<file path="config.mk">
export PLATFORM = sky130hd
export DESIGN_NAME = lfsr_stream_cipher
export DESIGN_NICKNAME = d
export VERILOG_FILES = /design/src/rtl/lfsr_cipher_pkg.sv /design/src/rtl/lfsr_core.sv /design/src/rtl/lfsr_stream_cipher.sv
export SDC_FILE = /design/constraint.sdc
export NUM_CORES = 1
export LEC_CHECK = 0
export ABC_AREA = 1
export ABC_CLOCK_PERIOD_IN_PS = 2700
export BUFFER_PORTS_ARGS = -buffer_cell sky130_fd_sc_hd__buf_4
export CORE_AREA = 3 3 97 99
export CTS_CLUSTER_SIZE = 16
export DETAILED_ROUTE_END_ITERATION = 10
export DIE_AREA = 0 0 100 102
export PLACE_DENSITY = 0.7
export SYNTH_ARGS = -nofsm -noshare
export SYNTH_HDL_FRONTEND = slang
export SYNTH_SLANG_ARGS = --single-unit
</file>
<file path="constraint.sdc">
create_clock -name clk -period 2.7 [get_ports clk]
set_input_delay 0.27 -clock clk [delete_from_list [all_inputs] [get_ports clk]]
set_output_delay 0.27 -clock clk [all_outputs]
set_load 0.02 [all_outputs]
</file>
<file path="src/rtl/lfsr_cipher_pkg.sv">
// Shared types and helpers for the LFSR stream cipher.
package lfsr_cipher_pkg;

   typedef enum logic [1:0] {
      IDLE,
      STEP,
      OUT
   } state_t;

   localparam logic [63:0] DEFAULT_SEED = 64'ha845fd7183ad75c4;
   localparam logic [63:0] DEFAULT_TAPS = 64'h1B;

   // Key arrives zero-extended, so bits above the key width pass through untouched.
   function automatic logic [31:0] xor_low(input logic [31:0] data, input logic [31:0] key);
      return data ^ key;
   endfunction

endpackage

</file>
<file path="src/rtl/lfsr_core.sv">
// Right-shifting Fibonacci LFSR with seed load; an all-zero seed is replaced by SEED.
module lfsr_core #(
   parameter int unsigned   LFSR_W = 64,
   parameter logic [LFSR_W-1:0] TAPS = 64'h1B,
   parameter logic [LFSR_W-1:0] SEED = 64'ha845fd7183ad75c4
) (
   input  logic              clk,
   input  logic              rst,
   input  logic              load,
   input  logic [LFSR_W-1:0] seed,
   input  logic              shift,
   output logic [LFSR_W-1:0] q
);

   always_ff @(posedge clk) begin
      if (rst) begin
         q <= SEED;
      end else if (load) begin
         q <= (seed == '0) ? SEED : seed;
      end else if (shift) begin
         q <= {^(q & TAPS), q[LFSR_W-1:1]};
      end
   end

endmodule

</file>
<file path="src/rtl/lfsr_stream_cipher.sv">
// LFSR stream cipher: valid/ready character in, STEPS LFSR shifts, ciphered character out.
// Optional bypass input enabled by defining LFSR_CIPHER_BYPASS_EN.
module lfsr_stream_cipher
   import lfsr_cipher_pkg::*;
#(
   parameter int unsigned       LFSR_W = 64,
   parameter int unsigned       DATA_W = 8,
   parameter int unsigned       KEY_W  = 6,
   parameter int unsigned       STEPS  = 6,
   parameter logic [LFSR_W-1:0] TAPS   = DEFAULT_TAPS,
   parameter logic [LFSR_W-1:0] SEED   = DEFAULT_SEED
) (
   input  logic              clk,
   input  logic              rst,
   input  logic              seed_load,
   input  logic [LFSR_W-1:0] seed_in,
   input  logic              in_valid,
   output logic              in_ready,
   input  logic [DATA_W-1:0] in_data,
`ifdef LFSR_CIPHER_BYPASS_EN
   input  logic              bypass,
`endif
   output logic              out_valid,
   input  logic              out_ready,
   output logic [DATA_W-1:0] out_data,
   output logic [KEY_W-1:0]  key,
   output logic              busy
);

   localparam int unsigned     CNT_W = $clog2(STEPS + 1);
   localparam logic [CNT_W-1:0] LAST = CNT_W'(STEPS - 1);

   state_t             state;
   logic [CNT_W-1:0]   cnt;
   logic [DATA_W-1:0]  data_q;
   logic               bypass_q;
   logic [LFSR_W-1:0]  lfsr_q;
   logic               shift;
   logic [DATA_W-1:0]  cipher;

   assign shift = (state == STEP) && !seed_load;
   assign key   = lfsr_q[LFSR_W-1 -: KEY_W];

   lfsr_core #(
      .LFSR_W (LFSR_W),
      .TAPS   (TAPS),
      .SEED   (SEED)
   ) u_core (
      .clk   (clk),
      .rst   (rst),
      .load  (seed_load),
      .seed  (seed_in),
      .shift (shift),
      .q     (lfsr_q)
   );

   always_comb begin
      cipher = DATA_W'(xor_low(32'(data_q), 32'(key)));
      if (bypass_q) cipher = data_q;
   end

   // Key settles on the final shift edge, so the result is formed from the held
   // character and the live key while out_valid is high; key cannot move in OUT.
   assign out_data = out_valid ? cipher : '0;

   always_ff @(posedge clk) begin
      if (rst) begin
         state     <= IDLE;
         in_ready  <= 1'b1;
         out_valid <= 1'b0;
         busy      <= 1'b0;
         cnt       <= '0;
         data_q    <= '0;
         bypass_q  <= 1'b0;
      end else if (seed_load) begin
         state     <= IDLE;
         in_ready  <= 1'b1;
         out_valid <= 1'b0;
         busy      <= 1'b0;
         cnt       <= '0;
      end else begin
         case (state)
            IDLE: begin
               if (in_valid && in_ready) begin
                  data_q   <= in_data;
`ifdef LFSR_CIPHER_BYPASS_EN
                  bypass_q <= bypass;
`else
                  bypass_q <= 1'b0;
`endif
                  cnt      <= '0;
                  state    <= STEP;
                  in_ready <= 1'b0;
                  busy     <= 1'b1;
               end
            end
            STEP: begin
               cnt <= cnt + 1'b1;
               if (cnt == LAST) begin
                  state     <= OUT;
                  out_valid <= 1'b1;
               end
            end
            OUT: begin
               if (out_ready) begin
                  state     <= IDLE;
                  out_valid <= 1'b0;
                  in_ready  <= 1'b1;
                  busy      <= 1'b0;
               end
            end
            default: state <= IDLE;
         endcase
      end
   end

endmodule
</file>
==> results of run 1 <==
==> cell usage after synthesis (all sizes together) <==
cell and count:
a21oi 38, a31oi 1, buf 28, clkbuf 16, clkinv 1, dfxtp 80, ha 2, inv 65
nand2 204, nand3 1, nand4 1, nor2 149, o21ai 103, or2 1, xnor2 3, xor2 1
==> area by class of cell <==
type                            count  area [um^2]
Sequential cell                    80         1600
Multi-Input combinational cell    504         2150
Clock buffer                        9          124
Timing Repair Buffer               95          713
Clock inverter                      6         61.3
Fill cell                         850         3600
Inverter                           66          248
Tap cell                          108          135
==> registers in the layout, summed over array words and instances, names as in the netlist <==
| name | count |
|---|---|
| busy | 1 |
| cnt | 3 |
| data_q | 8 |
| in_ready | 1 |
| out_valid | 1 |
| state | 2 |
| u_core.q | 64 |
==> power breakdown <==
group | switching [mW] | internal (mW)
sequential | 0.0466 | 1.27
clock | 0.427 | 0.419
combinational | 0.270 | 0.198
==> cell families (layout without fill, tap and decap cells) <==
kind of cell               Yosys count  after routing  synth area share
adders and majority gates            2              2           0.00588
buffers and inverters              110            176             0.118
DFF                                 80             80             0.377
and+or+nand+nor                    356            356             0.324
AOI/OAI and AO/OA                  142            142             0.167
xor gates and xnor gates             4              4           0.00824
==> critical path, stage by stage <==
cell and delay [ns]:
buf_4 0.28, inv_2 0.93, o21ai_0 0.27, a21oi_1 0.22
==> per-layer routing <==
| layer | part of all wire | GRT usage | vias to the layer above |
|---|---|---|---|
| met5 | 0 | 0 | - |
| met4 | 0.010 | 0.0611 | 0 |
| met3 | 0.070 | 0.0328 | 11 |
| met2 | 0.47 | 0.344 | 121 |
| met1 | 0.45 | 0.285 | 1922 |
| li1 | - | - | 2252 |
==> worst max-delay path by stage <==
stage	start	to	slack [ns]	depth (start not counted)
4_1_cts	seed_load	u_core.q[35]	0.99	4
3_3_place_gp	seed_load	u_core.q[47]	0.72	5
5_1_grt	seed_load	u_core.q[52]	0.81	4
2_1_floorplan	out_valid	out_data[0]	1.38	3
6_report	seed_load	u_core.q[35]	0.96	4
3_5_place_dp	seed_load	u_core.q[35]	0.65	4
==> results.toml, run 1 <==
[cells_and_area]
layout_common_cells = "nand2_1, nor2_1, buf_4"
final_area_um2 = 5030
final_nets = 835
final_core_util = 0.583
layout_commonest_cell = "nand2_1"
antennaDiodeCount = 0
syn_to_final_growth_pct = 18.3
drive_gt1_frac = 0.163
fin_cells = 868

[synthesis]
yosysUniqueCellTypes = 24
syn_area_um2 = 4250
yosys.area.top_type = "dfxtp_1"
synth-seq-area-share = 0.377
synth.top_cells.by_area = "dfxtp_1, nand2_1, nor2_1"
syn-num-nets = 773
yosysWarnings = 0
synth_top_area_share = 0.377
syn_area_per_cell_um2 = 6.13
syn-instance-count = 694
ys_ff_latch = 80

[cts]
post_cts_buffers = 0
cts-buffers-inserted = 9
cts.clk_slew.worst_paths_ns = 0.08
clk_latency_ns = 0.34
cts_num_sinks = 80
clk_path_buf_depth = 2
tritoncts = "yes"
cts-root-buf = "clkbuf_8"
cts-resized-gates = 0
cts_htree_levels = 3
ctsHoldBuffers = 0

[sta]
max_freq_ghz = 0.575
setup_ws_ns = 0.960
relSlewSlack = 0.204
clock-skew-final_ns = 0.00714
fin_tns_setup_ns = 0
final-max-slew-violation-count = 0
setup_violations = 0
fin_crit_sh = 0.644
tightest_slew_ns = 1.19
hold_viol = 0
hold-worst-slack_ns = 0.147
period_needed_ns = 1.74
rsz0062_at_grt = "false"

[setup_path]
rr_worst_depth = 6
crit_fanout = 79
cp.arrival_ns = 2.00
r2r-end = "u_core.q[41]"
r2r_setup_slack_ns = 1.00
startpoint_type = "input port"
r2r_start = "state[0]"
cp-end-kind = "flip-flop"
critPathRequiredTime_ns = 2.96
worst-setup-path-type = "input port to flip-flop"

[hold_path]
hp-start = "in_data[1]"
hold-path-endpoint = "data_q[1]"
min_path_cells = 3
hp-class = "input port to flip-flop"

[run_status]
status = "finished clean"

[pwr]
p_leak_nw = 2.57
power_density_nw_per_um2 = 522
p_total_mw = 2.63
ir_drop_v = 0.000292

[floorplanning]
die_h_um = 102
coreArea_um2 = 8640
num_rows = 34
die_w_um = 100
fp.dieArea_um2 = 10200
ios = 94
initial_core_util = 0.492

[place]
dpl-instance-area_um2 = 4850
globalplace.congestion = 0.809
dp_cells = 853
port_buffers = 93
dpl.hpwl_um = 6960
pre_cts_ws_ns = 0.654

[detailed_routing]
wl_per_cell_um = 12.2
dr_total_vias = 4306
vias_per_cell = 4.96
dr.pass1.iters = 4
ant_nets = 0
drt_iter0_drc = 282
drc = 0
wirelength_um = 10600

[global_routing]
grt_overflow_total = 0
antenna_found_initial = 0
grt_pass1_wl_um = 17500
grt.total_usage = 0.209
grt_max_degree = 80
grt_pass1_vias = 3847

[job]
max_cap_violations = 0
Power figures use the tool's default switching activity.
==> inputs of run 2 (changes only) <==
- ABC_CLOCK_PERIOD_IN_PS: 2700 -> 1750
- clock period: 2.7 -> 1.75 ns (I/O delays scaled with it)
==> results.toml, run 2 (synthesis results as in run 1) <==
[setup_path]
rr_worst_depth = 6
startpoint_type = "flip-flop"
worst-setup-path-type = "flip-flop to flip-flop"
cp.arrival_ns = 1.75
cp-end-kind = "flip-flop"
critPathRequiredTime_ns = 2.00
r2r_start = "state[0]"
crit_fanout = 48
r2r_setup_slack_ns = 0.25
r2r-end = "u_core.q[24]"

[global_routing]
grt_pass1_vias = 4097
grt_max_degree = 73
grt_overflow_total = 0
grt.total_usage = 0.216
grt_pass1_wl_um = 18100
antenna_found_initial = 0

[cells_and_area]
syn_to_final_growth_pct = 21.4
largest_reg_flops = 64
drive_gt1_frac = 0.168
reg_top3 = "u_core.q (64), data_q (8), cnt (3)"
max_flop_register = "u_core.q"
fillers = 850
antennaDiodeCount = 0
layout_commonest_cell = "nand2_1"
layout_common_cells = "nand2_1, nor2_1, buf_4"
final_nets = 842

[place]
dpl.hpwl_um = 7150
globalplace.congestion = 0.792
port_buffers = 93

[cts]
post_cts_buffers = 0
clk_path_buf_depth = 2
cts.clk_slew.worst_paths_ns = 0.08
clk_latency_ns = 0.35
cts_htree_levels = 3
cts-buffers-inserted = 9
cts-root-buf = "clkbuf_8"
cts_num_sinks = 80
tritoncts = "yes"
cts-resized-gates = 0
ctsHoldBuffers = 0

[sta]
setup_violations = 0
fin_crit_sh = 0.855
max_freq_ghz = 0.669
final-max-slew-violation-count = 0
fin_tns_setup_ns = 0
clock-skew-final_ns = 0.0104
tightest_slew_ns = 0.780
hold_viol = 0
rsz0062_at_grt = "false"
relSlewSlack = 0.479
period_needed_ns = 1.50

[detailed_routing]
dr.pass1.iters = 4
vias_per_cell = 4.97
wirelength_um = 10700
drt_iter0_drc = 231
ant_nets = 0
dr_total_vias = 4353
wl_per_cell_um = 12.3
drc = 0

[floorplanning]
ios = 94
num_rows = 34
initial_core_util = 0.492
coreArea_um2 = 8640
fp.dieArea_um2 = 10200
die_w_um = 100
die_h_um = 102

[job]
max_cap_violations = 0

[hold_path]
hp-class = "input port to flip-flop"
hold-path-endpoint = "data_q[1]"
hp-start = "in_data[1]"
min_path_cells = 3

[pwr]
p_leak_nw = 2.63
ir_drop_v = 0.000383
p_total_mw = 4.26
power_density_nw_per_um2 = 825

[run_status]
status = "finished clean"
## run 2: cell type report
type                    instances  area (um^2)  area share
clock buffers                  13          149      0.0288
repair buffers                102          816       0.158
inverters                      66          248      0.0480
flip-flops and latches         80         1600       0.310
well taps                     108          135      0.0262
multi-input cells             504         2150       0.416
clock inverters                 3         65.1      0.0126
## run 2: per-layer routing
metal	track usage	wire length, um
met5	0	0
met4	0.0736	160
met3	0.0451	827
met2	0.362	5070
met1	0.279	4680
## run 2: worst max path at each step
stage | start | end | slack (ns) | cells after the start
after floorplan | in_ready | data_q[6] | 0.50 | 5
after global placement | state[1] | u_core.q[47] | 0.33 | 5
after global routing | state[1] | u_core.q[24] | 0.11 | 5
after CTS | state[0] | u_core.q[24] | 0.23 | 6
after detailed placement | state[1] | u_core.q[37] | 0.27 | 5
final | state[0] | u_core.q[24] | 0.25 | 6
## run 2: per-stage QoR
step / setup WS (ns) / hold WS (ns) / std cells / area (um^2) / utilization
2_1_floorplan: 0.497 / 0.309 / 694 / 4250 / -
3_3_place_gp: 0.326 / 0.400 / 860 / 4950 / 0.573
3_5_place_dp: 0.270 / 0.410 / 860 / 4950 / 0.573
4_1_cts: 0.228 / 0.0358 / 876 / 5160 / 0.598
5_1_grt: 0.107 / 0.0497 / 876 / 5160 / 0.598
6_report: 0.254 / 0.0485 / 876 / 5160 / 0.598
## run 2: power breakdown
group | switching [mW] | internal, mW
clock | 0.645 | 0.843
sequential | 0.0706 | 1.95
combinational | 0.421 | 0.325
total | 1.14 | 3.12
## run 2: critical path, cell delays in order (launching register included)
cell	delay [ns]
dfxtp_1	0.32
inv_2	0.07
nor2_4	0.05
inv_2	0.57
o21ai_0	0.21
nand2_1	0.11
nand2_1	0.05
